--- src/rtl/movimentacao_servo_pkg.sv ---
// Shared position/state codes for the servo sweep blocks, plus the rule that picks
// the next position and direction of the back-and-forth sweep.
package movimentacao_servo_pkg;

  localparam logic [1:0] POS_OFF = 2'b00;
  localparam logic [1:0] POS_01  = 2'b01;
  localparam logic [1:0] POS_10  = 2'b10;
  localparam logic [1:0] POS_11  = 2'b11;

  typedef enum logic [1:0] {
    ST_IDLE   = 2'b00,
    ST_ESPERA = 2'b01,
    ST_AVANCA = 2'b10
  } estado_t;

  // Returns {sentido_next, posicao_next}. The ends turn straight back to 10, so no position repeats.
  function automatic logic [2:0] proxima_posicao(input logic [1:0] pos, input logic asc);
    logic [2:0] r;
    r = {1'b1, POS_01};
    case (pos)
      POS_01:  r = {1'b1, POS_10};
      POS_10:  r = asc ? {1'b1, POS_11} : {1'b0, POS_01};
      POS_11:  r = {1'b0, POS_10};
      default: r = {1'b1, POS_01};
    endcase
    return r;
  endfunction

endpackage

--- src/rtl/movimentacao_servo_contador_m.sv ---
// Modulo-M dwell counter: clears on zera, advances on conta, flags the last count.
module contador_m #(
  parameter int M = 50_000_000,
  parameter int N = 26
) (
  input  logic         clock,
  input  logic         reset,
  input  logic         zera,
  input  logic         conta,
  output logic [N-1:0] q,
  output logic         fim
);

  localparam logic [N-1:0] Q_ULTIMO = N'(M - 1);

  logic [N-1:0] q_reg;

  always_ff @(posedge clock or negedge reset) begin
    if (!reset) begin
      q_reg <= '0;
    end else if (zera) begin
      q_reg <= '0;
    end else if (conta) begin
      q_reg <= q_reg + 1'b1;
    end
  end

  assign q   = q_reg;
  assign fim = (q_reg == Q_ULTIMO);

endmodule

--- src/rtl/movimentacao_servo.sv ---
// Sweep sequencer for controle_servo: holds each position for M_ESPERA+1 cycles and
// steps 01 -> 10 -> 11 -> 10 -> 01 ..., pulsing fim_posicao on the cycle before each move.
module movimentacao_servo
  import movimentacao_servo_pkg::*;
#(
  parameter int M_ESPERA = 50_000_000,
  parameter int N_BITS   = 26
) (
  input  logic       clock,
  input  logic       reset,
  input  logic       ligar,
  input  logic       pausa,
  output logic [1:0] posicao,
  output logic       fim_posicao,
  output logic       sentido,
  output logic [1:0] db_estado
);

  estado_t           estado_reg;
  logic [1:0]        posicao_reg;
  logic              sentido_reg;
  logic              zera;
  logic              conta;
  logic              fim_contagem;
  logic [N_BITS-1:0] contagem;

  contador_m #(
    .M (M_ESPERA),
    .N (N_BITS)
  ) u_contador (
    .clock (clock),
    .reset (reset),
    .zera  (zera),
    .conta (conta),
    .q     (contagem),
    .fim   (fim_contagem)
  );

  // The counter only runs while dwelling and enabled; pausa freezes it, every other case clears it.
  always_comb begin
    zera  = 1'b1;
    conta = 1'b0;
    if (estado_reg == ST_ESPERA && ligar) begin
      if (pausa) begin
        zera = 1'b0;
      end else if (!fim_contagem) begin
        zera  = 1'b0;
        conta = 1'b1;
      end
    end
  end

  always_ff @(posedge clock or negedge reset) begin
    if (!reset) begin
      estado_reg  <= ST_IDLE;
      posicao_reg <= POS_OFF;
      sentido_reg <= 1'b1;
    end else begin
      case (estado_reg)
        ST_IDLE: begin
          if (ligar) begin
            estado_reg  <= ST_ESPERA;
            posicao_reg <= POS_01;
            sentido_reg <= 1'b1;
          end
        end
        ST_ESPERA: begin
          if (!ligar) begin
            estado_reg  <= ST_IDLE;
            posicao_reg <= POS_OFF;
            sentido_reg <= 1'b1;
          end else if (!pausa && fim_contagem) begin
            estado_reg <= ST_AVANCA;
          end
        end
        ST_AVANCA: begin
          // Disabling wins over the move that would otherwise happen here.
          if (!ligar) begin
            estado_reg  <= ST_IDLE;
            posicao_reg <= POS_OFF;
            sentido_reg <= 1'b1;
          end else begin
            {sentido_reg, posicao_reg} <= proxima_posicao(posicao_reg, sentido_reg);
            estado_reg                 <= ST_ESPERA;
          end
        end
        default: begin
          estado_reg  <= ST_IDLE;
          posicao_reg <= POS_OFF;
          sentido_reg <= 1'b1;
        end
      endcase
    end
  end

  always_ff @(posedge clock) begin
    if (reset) begin
      assert (contagem <= N_BITS'(M_ESPERA - 1));
    end
  end

  assign posicao     = posicao_reg;
  assign sentido     = sentido_reg;
  assign db_estado   = estado_reg;
  assign fim_posicao = (estado_reg == ST_AVANCA);

endmodule

--- config.mk ---
export PLATFORM = sky130hd
export DESIGN_NAME = movimentacao_servo
export DESIGN_NICKNAME = d
export VERILOG_FILES = /design/src/rtl/movimentacao_servo_pkg.sv /design/src/rtl/movimentacao_servo_contador_m.sv /design/src/rtl/movimentacao_servo.sv
export SDC_FILE = /design/constraint.sdc
export NUM_CORES = 1
export LEC_CHECK = 0
export ABC_AREA = 1
export BUFFER_PORTS_ARGS = -buffer_cell sky130_fd_sc_hd__buf_2
export CAP_MARGIN = 15
export CORE_AREA = 5 5 89 66
export CTS_BUF_LIST = sky130_fd_sc_hd__clkbuf_8
export DETAILED_ROUTE_END_ITERATION = 16
export DIE_AREA = 0 0 94 71
export SLEW_MARGIN = 20
export SYNTH_ARGS = -nofsm -noshare
export SYNTH_HDL_FRONTEND = slang
export SYNTH_SLANG_ARGS = --single-unit
--- constraint.sdc ---
create_clock -name clock -period 1.65 [get_ports clock]
set_input_delay 0.2475 -clock clock [delete_from_list [all_inputs] [get_ports clock]]
set_output_delay 0.2475 -clock clock [all_outputs]
set_load 0.01 [all_outputs]
After elaboration in Yosys (flattened, before gate mapping)
Cells that the tools add are included.
W data, S select, Z words.

cells by class
  reductions and logical operators = 7
  multiplexer cells = 22
  equal/unequal tests = 9
  $add $sub $neg = 1

operators by type and width
  kind                     number
  $mux W26                 2
  $add A26 B1 Y26 const B  1
  $eq A26 B26 Y1 const B   1
  $pmux W2 S3              2
  $mux W1                  10
  $mux W2                  5
  $pmux W3 S3              1
  $eq A2 B2 Y1 const B     3
  $eq A2 B1 Y1 const B     2
  $ne A2 B2 Y1 const B     2
  $reduce_and A2 Y1        2
  $mux W3                  1
  $ne A3 B2 Y1 const B     1
  $pmux W1 S3              1
  $logic_and A1 B1 Y1      2
  $logic_not A2 Y1         1
  $reduce_bool A2 Y1       1
  $logic_not A1 Y1         1

storage, ports and cells
  word-level logic and storage cells = 43
  register bits = 31
  output and inout bits = 6
  bits of input ports = 4

Logic depth before layout (Yosys ltp)
Gate-level depths: netlist of the first run.

  depth after elaboration = 6
  gate-level depth with buffers = 9
  mapped depth without buffers = 9

Modules after synthesis
A second synthesis of the first run with hierarchy kept.

second synthesis, totals
  cells, all modules = 270
  area, all modules = 1,875.5 sq um

modules (own cells, without submodules)
  module              seq. area each (sq um)  cells each  area an instance (sq um)  instances
  contador_m          650.6                   238         1,605.3                   1
  movimentacao_servo  126.4                   32          270.3                     1

Least setup slack after synthesis of the first run
No wires, ideal clock.

  kind = reg2reg
  start point = register u_contador.q_reg[0] (netlist: u_contador.q[0])
  end point = register u_contador.q_reg[13] (netlist: u_contador.q[13])
  data required time = 1.579 ns
  arrival time = 1.244 ns
  cell stages (with the launch flop) = 9
  path buffers = 0
  slack = 0.335 ns
  setup time = 0.071 ns
  period minus slack after synthesis = 1.315 ns
  cell sequence = dfrtp_1 ha_1 nand3_1 nor2_1 nand2_1 nor2_1 nor2_2 nand2_1 nor2_1

between the ends
  longest elaborated chain between the ends = 5
  elaborated cells on any way between the ends = 11
  those cells by class = 1 x add/sub; 1 x eq/ne; 8 x mux; 1 x reduce/logical

RTL lines
  what                                                                     RTL line                             text
  start: declaration                                                       movimentacao_servo_contador_m.sv:16  logic [N-1:0] q_reg;
  start signal: assignment                                                 movimentacao_servo_contador_m.sv:24  q_reg <= q_reg + 1'b1;
  parallel branches: the longest is 5 deep, another holds $add A26 B1 Y26  --

Several ways; the timed one is not identified. The select of a mux whose other input is x is not followed.
A chain may end at the register's enable or synchronous reset.

Final worst setup path of the first run
  start point = register estado_reg[1] (netlist: db_estado[1])
  end point = register u_contador.q_reg[18] (netlist: u_contador.q[18])

between the ends
  longest elaborated chain between the ends = 4
  elaborated cells on any way between the ends = 6
  those cells by class = 1 x eq/ne; 3 x mux; 2 x reduce/logical

RTL lines
  what                                                   RTL line                  text
  start: declaration                                     movimentacao_servo.sv:19  estado_t estado_reg;
  start signal: assignment                               movimentacao_servo.sv:55  estado_reg <= ST_IDLE;
  start signal: assignment                               movimentacao_servo.sv:62  estado_reg <= ST_ESPERA;
  start signal: assignment                               movimentacao_servo.sv:69  estado_reg <= ST_IDLE;
  $eq A2 B1 Y1 (*)                                       movimentacao_servo.sv:43  if (estado_reg == ST_ESPERA && ligar) begin
  $logic_and A1 B1 Y1 (*)                                movimentacao_servo.sv:43
  $mux W1                                                movimentacao_servo.sv:43
  $mux W26 / $reduce_bool A2 Y1 (equally long branches)  --

Mark *: on every way between the ends. The rest lies on a longest branch, timed or not.

==> results of run 1 <==
[path summary, 6_finish.rpt]
check / startpoint / endpoint / slack [ns]
hold reg to reg: u_contador.q[1] / u_contador.q[1] / 0.52
setup / recovery: db_estado[1] / u_contador.q[18] / 0.17
max in group asynchronous: reset / sentido / 0.83
min in group asynchronous: reset / u_contador.q[23] / 0.49
hold / removal: pausa / u_contador.q[0] / 0.31
setup reg to reg: db_estado[1] / u_contador.q[18] / 0.17
[cell families (layout without fill, tap and decap cells)]
kind of cell               count (synthesis)  after routing  synth area share, %
AOI/OAI and AO/OA                         12             12                3.266
xor gates and xnor gates                   4              4                1.829
adders and majority gates                  1              1               0.6531
buffers and inverters                     40             62                8.230
DFF                                       31             31                40.56
and+or+nand+nor                          195            195                45.46
[synth_stat cells]
cell / n / area [sq um]
xor2_1: 4 / 35.03
dfstp_2: 1 / 26.28
nand3_1: 19 / 95.09
dfrtp_1: 30 / 750.7
nor3_2: 1 / 10.01
o21ai_0: 2 / 10.01
o211ai_1: 1 / 7.510
inv_2: 1 / 3.750
nand4_1: 7 / 43.79
inv_1: 38 / 142.6
nand2_2: 2 / 12.51
or2_2: 1 / 6.260
nor2_1: 58 / 217.7
nor2_4: 2 / 22.52
ha_1: 1 / 12.51
nand3_2: 3 / 30.03
nand2_4: 1 / 11.26
nor2_2: 8 / 50.05
nand2_1: 81 / 304.0
a21oi_1: 9 / 45.04
buf_6: 1 / 11.26
nand4_2: 1 / 12.51
nor3_1: 11 / 55.05
[layer usage]
layer	global-route usage, %	routed length, um	part of all wire, %
met1	22.75	2318	52
met4	3.846	44	0.99
met2	20.77	1779	40
met5	0	0	0
met3	3.826	309	6.9
[cell type report]
type	count	area [sq um]
Multi-Input combinational cell	212	1003
Sequential cell	31	777.0
Fill cell	511	2800
Inverter	39	146.4
Clock buffer	7	96.34
Tap cell	72	90.09
Timing Repair Buffer	15	92.59
Clock inverter	1	3.754
[tightest hold or removal path: stages]
cell     delay, ns
buf_2         0.12
inv_2         0.07
nand4_1       0.08
nand2_1       0.05
[placed cells by master (no fill, tap or decap), types with 4 or more instances in the layout]
cell type / n
nand4_1: 7
nand3_1: 18
nor2_2: 7
xor2_1: 4
nor2_1: 57
buf_2: 9
inv_1: 38
dfrtp_1: 30
nor3_1: 10
nor2_4: 4
nand3_2: 4
clkbuf_8: 7
nand2_1: 81
a21oi_1: 9
buf_4: 5
[per-stage QoR]
stage          utilization (%)  setup WS [ns]
2_1_floorplan                -         0.3348
3_3_place_gp             41.46         0.1958
3_5_place_dp             41.46         0.1468
4_1_cts                  43.66         0.1220
5_1_grt                  44.11       -0.02142
6_report                 44.11         0.1695
[power by group]
group          internal [mW]  switching [mW]  total [mW]
logic                 0.0434          0.0978       0.141
clock network          0.374           0.293       0.667
registers              0.781          0.0162       0.798
[what timing repair did]
item                                    in CTS  in global routing
gates resized for setup                      0                  6
endpoints found under the hold margin       30                  0
hold buffers                                 1                  0
endpoints found under the setup margin       0                 10
==> results.txt, run 1 <==
CP Class: flop to flop
Vias per Instance: 4.645
Crit-path cells: inv_1, nand3_2, nor2_4, nor2_2, nand3_1, nand2_1, nand2_1, nor2_1
CP max stage delay: 0.43 ns
Total power: 1.606 mW
Worst-case reg-to-reg path depth: 8
Ys Warns: 0
WP data required: 1.83 ns
DP HPWL: 3357 um
GR Overflow Total: 0
Buf/Inv on CP: 1
N_diodes: 0
Hold depth: 4
Setup crit end kind: flop
Fmax achieved: 675.4 MHz
Worst Tran Pin Value: 0.3997 ns
Count of clock tree sinks: 31
Antenna violations before repair: 0
Post-route ant nets: 0
Synthesized instance count: 283
CTS tree: yes
Hold_ws: 0.3088 ns
Final setup vio count: 0
Max Cap Viol: 0
Root buf cell: clkbuf_8
Mapped cell area: 1916 sq um
Final hold vios: 0
Critical path peak fanout: 9
Die area: 6674 sq um
Worst path arrival time: 1.66 ns
Reg clk slew, reported paths: 0.07 ns
CTS Buf Count: 5
Final non-filler cell total: 377
Seq/Total Area, Yosys: 40.56%
Crit path max-delay family: simple AND/OR/NAND/NOR gates
Ports: 10
Number of setup buffers added after CTS: 0
Tcrit/Tclk final: 89.73%
Via count: 1751
DR WL/cell: 11.81 um
Hold Crit Class: input port to flop
Yosys cell types: 23
Core area: 5010 sq um
Initial Utilization: 38.24%
CP max stage cell: dfrtp_1
Dpl cell area: 2077 sq um
Rows: 22
Area grow syn2layout: 15.35%
Pwr dens: 726.9 nW/um^2
IO Port Bufs: 9
Die H: 71 um
Rel. slew slack: 73.35%
Most used cell, CP: nand2_1
Layout Cell Area excl Fill: 2210 sq um
Final Wtd Congestion: 0.8873
RSZ-0062 raised after global routing: true
DRT iter0 DRCs: 133
Critical path launch point type: flop
First-pass GRT wire length: 7700 um
Peak VDD IR: 0.4426 mV
Drt first pass iters: 4
Die width: 94 um
Max clock buf depth: 2
Critical Path Stages: 8
Tot GR Track Use: 14.94%
LEAKAGE: 0.9920 nW
Share of cells above drive strength 1: 15.08%
Setup Skew: 0.01375 ns
Routed WL: 4451 um
Setup_tns: 0 ns
DR DRC count: 0
H-tree Lvls: 2
Largest net degree at the start of global routing: 32
Crit path time final: 1.481 ns
Syn_nets: 288
Status: finished clean
Nets: 309
Placed cells: 368
Vias in the first global route: 1586
Fin. max-slew vios: 0
Max reg flops: 26
Syn Area/Cell: 6.769 sq um
Seq cells post-synth: 31
Skew-Pair Late Insertion Delay: 0.29 ns
No activity file was read; power rests on OpenSTA's default activity.
==> inputs of run 2 (changes only) <==
--- a/config.mk
+++ b/config.mk
@@ -8,10 +8,12 @@
 export ABC_AREA = 1
 export BUFFER_PORTS_ARGS = -buffer_cell sky130_fd_sc_hd__buf_2
 export CAP_MARGIN = 15
-export CORE_AREA = 5 5 89 66
+export CORE_AREA = 5 5 68 86
 export CTS_BUF_LIST = sky130_fd_sc_hd__clkbuf_8
+export CTS_CLUSTER_SIZE = 40
 export DETAILED_ROUTE_END_ITERATION = 16
-export DIE_AREA = 0 0 94 71
+export DIE_AREA = 0 0 73 91
+export SKIP_LAST_GASP = 1
 export SLEW_MARGIN = 20
 export SYNTH_ARGS = -nofsm -noshare
 export SYNTH_HDL_FRONTEND = slang
==> results.txt, run 2 (synthesized netlist as in run 1, its figures left out) <==
H-tree Lvls: 2 (unchanged)
Status: finished clean (unchanged)
RSZ-0062 raised after global routing: false (was true)
Layout Cell Area excl Fill: 2166 sq um (was 2210 sq um)
CTS tree: yes (unchanged)
Max clock buf depth: 2 (unchanged)
First-pass GRT wire length: 7810 um (was 7700 um)
Setup Skew: 0.004404 ns (was 0.01375 ns)
CTS Hold Bufs: 0 (was 1)
Vias in the first global route: 1680 (was 1586)
Reg clk slew, reported paths: 0.07 ns (about the same)
Dpl cell area: 2057 sq um (was 2077 sq um)
Critical path launch point type: flop (unchanged)
Largest net degree at the start of global routing: 32 (unchanged)
Setup WS pre-CTS: 0.1277 ns (was 0.1468 ns)
Nets: 307 (was 309)
Routed WL: 4560 um (was 4451 um)
Skew-Pair Late Insertion Delay: 0.29 ns (about the same)
DR DRC count: 0 (unchanged)
CP max stage delay: 0.42 ns (was 0.43 ns)
Final Wtd Congestion: 0.8473 (was 0.8873)
Rel. slew slack: 51.70% (was 73.35%)
Commonest non-fill, non-tap cell in the layout: nand2_1 (unchanged)
IO Port Bufs: 9 (unchanged)
Tcrit/Tclk final: 89.30% (was 89.73%)
Max reg flops: 26 (unchanged)
Worst Tran Pin Value: 0.7245 ns (was 0.3997 ns)
DP HPWL: 3415 um (was 3357 um)
Total power: 1.556 mW (was 1.606 mW)
Drt first pass iters: 4 (unchanged)
Final Core Density: 43.89% (was 44.11%)
Share of cells above drive strength 1: 14.52% (was 15.08%)
Die area: 6643 sq um (was 6674 sq um)
Filler cell count: 538 (was 511)
Hold Crit Class: input port to async pin (was input port to flop)
Final setup vio count: 0 (unchanged)
Area grow syn2layout: 13.06% (was 15.35%)
DRT iter0 DRCs: 113 (was 133)
Root buf cell: clkbuf_8 (unchanged)
Post-route ant nets: 0 (unchanged)
CTS Buf Count: 5 (unchanged)
Final hold vios: 0 (unchanged)
Pwr dens: 718.4 nW/um^2 (was 726.9 nW/um^2)
Peak VDD IR: 0.3347 mV (was 0.4426 mV)
Antenna violations before repair: 0 (unchanged)
Die H: 91 um (was 71 um)
Initial Utilization: 38.82% (was 38.24%)
DR WL/cell: 12.49 um (was 11.81 um)
Commonest non-fill, non-tap cells in the layout: 81 x nand2_1, 57 x nor2_1, 38 x inv_1 (unchanged)
LEAKAGE: 0.9797 nW (was 0.9920 nW)
Via count: 1775 (was 1751)
Crit path time final: 1.473 ns (was 1.481 ns)
CP Class: flop to flop (unchanged)
Vias per Instance: 4.863 (was 4.645)
Core area: 4935 sq um (was 5010 sq um)
Setup_tns: 0 ns (unchanged)
Fin. max-slew vios: 0 (unchanged)
Worst-case reg-to-reg path depth: 8 (unchanged)
WP data required: 1.83 ns (about the same)
Max Cap Viol: 0 (unchanged)
CP max stage cell: dfrtp_1 (unchanged)
Ports: 10 (unchanged)
GR Overflow Total: 0 (unchanged)
N_diodes: 0 (unchanged)
Setup crit end kind: flop (unchanged)
Fmax achieved: 678.7 MHz (was 675.4 MHz)
Critical path peak fanout: 9 (unchanged)
Most used cell, CP: nand2_1 (unchanged)
Rows: 29 (was 22)
Count of clock tree sinks: 31 (unchanged)
Crit-path cells: inv_1, nand3_2, nor2_4, nor2_2, nand3_1, nand2_1, nand2_1, nor2_1 (unchanged)
Die width: 73 um (was 94 um)
Worst path arrival time: 1.65 ns (was 1.66 ns)
Final Worst Setup Slack: 0.1766 ns (was 0.1695 ns)
Tot GR Track Use: 15.12% (was 14.94%)
[run 2: layout make-up]
type	instances	area (sq um)	area share, %
Clock buffer	6	82.58	3.813
Sequential cell	31	777.0	35.88
Multi-Input combinational cell	212	998.5	46.10
Inverter	39	146.4	6.759
Tap cell	62	77.57	3.582
Clock inverter	2	8.758	0.4044
Timing Repair Buffer	13	75.07	3.466
[run 2: timing repair]
item                       4_1_cts  5_1_grt
setup endpoints to repair        0        8
buffers inserted                 0        0
gates resized for setup          0        5
[run 2: path summary, 6_finish.rpt]
check | start | end | slack (ns)
min | reset | u_contador.q[5] | 0.01
min reg2reg | u_contador.q[1] | u_contador.q[1] | 0.51
max | db_estado[1] | u_contador.q[18] | 0.18
max reg2reg | db_estado[1] | u_contador.q[18] | 0.18
max in group asynchronous | reset | u_contador.q[13] | 1.17
min in group clock | pausa | u_contador.q[0] | 0.32
[run 2: where the power goes]
part	switching, mW	leakage (nW)	internal, mW	total (mW)
logic	0.0977	0.502	0.0403	0.138
registers	0.0156	0.425	0.782	0.797
clock network	0.291	0.0524	0.330	0.621
[run 2: stage by stage]
| step | hold WS [ns] | instances |
|---|---|---|
| 2_1_floorplan | -0.04809 | 283 |
| 3_3_place_gp | 0.3471 | 357 |
| 3_5_place_dp | 0.3474 | 357 |
| 4_1_cts | 0.02957 | 365 |
| 5_1_grt | 0.05999 | 365 |
| 6_report | 0.01052 | 365 |
[run 2: worst max-delay path: cells and delay by family (launching register included)]
kind	cells	cell delay (ns)
buffers and inverters	1	0.12
flip-flops	1	0.42
AND/OR/NAND/NOR	7	0.80
[run 2: metal layers]
layer | up-vias | track usage [%] | wire, um
met5 | - | 0 | 0
met1 | 806 | 18.90 | 1967
met3 | 11 | 3.315 | 227
li1 | 916 | - | -
met2 | 42 | 24.25 | 2224
met4 | 0 | 7.231 | 141
==> inputs of run 3 (changes only) <==
--- a/config.mk
+++ b/config.mk
@@ -8,11 +8,12 @@
 export ABC_AREA = 1
 export BUFFER_PORTS_ARGS = -buffer_cell sky130_fd_sc_hd__buf_2
 export CAP_MARGIN = 15
-export CORE_AREA = 5 5 68 86
+export CORE_AREA = 5 5 64 81
 export CTS_BUF_LIST = sky130_fd_sc_hd__clkbuf_8
 export CTS_CLUSTER_SIZE = 40
 export DETAILED_ROUTE_END_ITERATION = 16
-export DIE_AREA = 0 0 73 91
+export DIE_AREA = 0 0 69 86
+export REMOVE_ABC_BUFFERS = 1
 export SKIP_LAST_GASP = 1
 export SLEW_MARGIN = 20
 export SYNTH_ARGS = -nofsm -noshare
==> results.txt, run 3 (synthesized netlist as in run 1, its figures left out) <==
Max clock buf depth: 2 (unchanged)
Setup slack, reg-to-reg: 0.15 ns (was 0.18 ns)
Commonest non-fill, non-tap cells in the layout: 81 x nand2_1, 57 x nor2_1, 39 x inv_1 (was 81 x nand2_1, 57 x nor2_1, 38 x inv_1)
Final hold vios: 0 (unchanged)
Tcrit/Tclk final: 90.83% (was 89.30%)
Area grow syn2layout: 13.78% (was 13.06%)
Rows: 27 (was 29)
Count of clock tree sinks: 31 (unchanged)
Hold_ws: 0.007931 ns (was 0.01052 ns)
Rel. slew slack: 53.22% (was 51.70%)
CP max stage cell: dfrtp_1 (unchanged)
First-pass GRT wire length: 7810 um (unchanged)
Ports: 10 (unchanged)
Setup Skew: 0.004038 ns (was 0.004404 ns)
Nets: 309 (was 307)
Die H: 86 um (was 91 um)
Vias per Instance: 4.887 (was 4.863)
Hold Crit Class: input port to async pin (unchanged)
CTS Hold Bufs: 0 (unchanged)
LEAKAGE: 0.9961 nW (was 0.9797 nW)
Skew-Pair Late Insertion Delay: 0.28 ns (was 0.29 ns)
Crit path time final: 1.499 ns (was 1.473 ns)
Commonest non-fill, non-tap cell in the layout: nand2_1 (unchanged)
Critical path launch point type: flop (unchanged)
Max Cap Viol: 0 (unchanged)
Fin. max-slew vios: 0 (unchanged)
N_diodes: 0 (unchanged)
Crit. Startpoint: u_contador.q[0] (was db_estado[1])
Fmax achieved: 667.3 MHz (was 678.7 MHz)
Final Wtd Congestion: 0.8514 (was 0.8473)
GR Overflow Total: 0 (unchanged)
Number of setup buffers added after CTS: 0 (unchanged)
DP HPWL: 3502 um (was 3415 um)
CP Class: flop to flop (unchanged)
Die area: 5934 sq um (was 6643 sq um)
CTS Buf Count: 5 (unchanged)
Share of cells above drive strength 1: 14.43% (was 14.52%)
H-tree Lvls: 2 (unchanged)
Worst path arrival time: 1.68 ns (was 1.65 ns)
Worst Setup EP: u_contador.q[20] (was u_contador.q[18])
Most used cell, CP: nor2_1 (was nand2_1)
Largest net degree at the start of global routing: 32 (unchanged)
Max reg flops: 26 (unchanged)
Die width: 69 um (was 73 um)
Routed WL: 4583 um (was 4560 um)
Post-route ant nets: 0 (unchanged)
Via count: 1774 (was 1775)
Critical Path Stages: 8 (unchanged)
Final setup vio count: 0 (unchanged)
Status: finished clean (unchanged)
Peak VDD IR: 0.3475 mV (was 0.3347 mV)
Core area: 4324 sq um (was 4935 sq um)
RSZ-0062 raised after global routing: false (unchanged)
Setup_tns: 0 ns (unchanged)
IO Port Bufs: 9 (unchanged)
Setup WS pre-CTS: 0.1485 ns (was 0.1277 ns)
WP data required: 1.83 ns (about the same)
Tot GR Track Use: 16.76% (was 15.12%)
Antenna violations before repair: 0 (unchanged)
Buf/Inv on CP: 1 (unchanged)
Initial Utilization: 44.30% (was 38.82%)
Setup crit end kind: flop (unchanged)
Resized Gates After CTS: 0 (unchanged)
DR DRC count: 0 (unchanged)
Critical path peak fanout: 4 (was 9)
Reg clk slew, reported paths: 0.06 ns (was 0.07 ns)
Vias in the first global route: 1705 (was 1680)
DR WL/cell: 12.63 um (was 12.49 um)
Drt first pass iters: 4 (unchanged)
Crit-path cells: ha_1, nand3_1, inv_1, nand3_2, nor2_4, nand2_1, nor2_1, nor2_1 (was inv_1, nand3_2, nor2_4, nor2_2, nand3_1, nand2_1, nand2_1, nor2_1)
Worst R2R End: u_contador.q[20] (was u_contador.q[18])
Final Worst Setup Slack: 0.1513 ns (was 0.1766 ns)
CP max stage delay: 0.37 ns (was 0.42 ns)
CTS tree: yes (unchanged)
Crit path max-delay family: simple AND/OR/NAND/NOR gates (unchanged)
DRT iter0 DRCs: 69 (was 113)
Root buf cell: clkbuf_8 (unchanged)
Worst r2r src: u_contador.q[0] (was db_estado[1])
Worst Tran Pin Value: 0.7017 ns (was 0.7245 ns)
Worst-case reg-to-reg path depth: 8 (unchanged)
Pwr dens: 728.4 nW/um^2 (was 718.4 nW/um^2)
-- run 3: area by class of cell --
| type | count | area [sq um] |
|---|---|---|
| Fill cell | 475 | 2145 |
| Multi-Input combinational cell | 212 | 993.5 |
| Sequential cell | 31 | 777.0 |
| Inverter | 39 | 146.4 |
| Clock buffer | 7 | 96.34 |
| Timing Repair Buffer | 15 | 90.09 |
| Tap cell | 58 | 72.57 |
| Clock inverter | 1 | 3.754 |
-- run 3: layer usage --
layer	vias to the layer above	routed length [um]	track usage (%)
li1	926	-	-
met1	815	1988	18.28
met2	27	2370	31.08
met3	6	150	4.455
met4	0	74	5.861
met5	-	0	0
-- run 3: worst min-delay path by stage --
stage / cells after the start / startpoint / slack [ns] / end
after global routing: 1 / reset / 0.06 / u_contador.q[21]
final: 1 / reset / 0.008 / u_contador.q[5]
after detailed placement: 1 / reset / 0.34 / u_contador.q[5]
after CTS: 1 / reset / 0.03 / u_contador.q[21]
after global placement: 1 / reset / 0.35 / u_contador.q[5]
after floorplan: 0 / reset / -0.05 / db_estado[0]
-- run 3: power breakdown --
part	internal, mW	switching [mW]	leakage (nW)
logic	0.0437	0.0955	0.515
clock network	0.374	0.276	0.0557
registers	0.782	0.0163	0.425
-- run 3: per-stage QoR --
| step | instances | utilization [%] | instance area (sq um) | total power, mW |
|---|---|---|---|---|
| 2_1_floorplan | 282 | - | 1904 | 0.8836 |
| 3_3_place_gp | 355 | 47.80 | 2067 | 0.9543 |
| 3_5_place_dp | 355 | 47.80 | 2067 | 0.9546 |
| 4_1_cts | 363 | 50.12 | 2167 | 1.615 |
| 5_1_grt | 363 | 50.41 | 2180 | 1.668 |
| 6_report | 363 | 50.41 | 2180 | 1.588 |
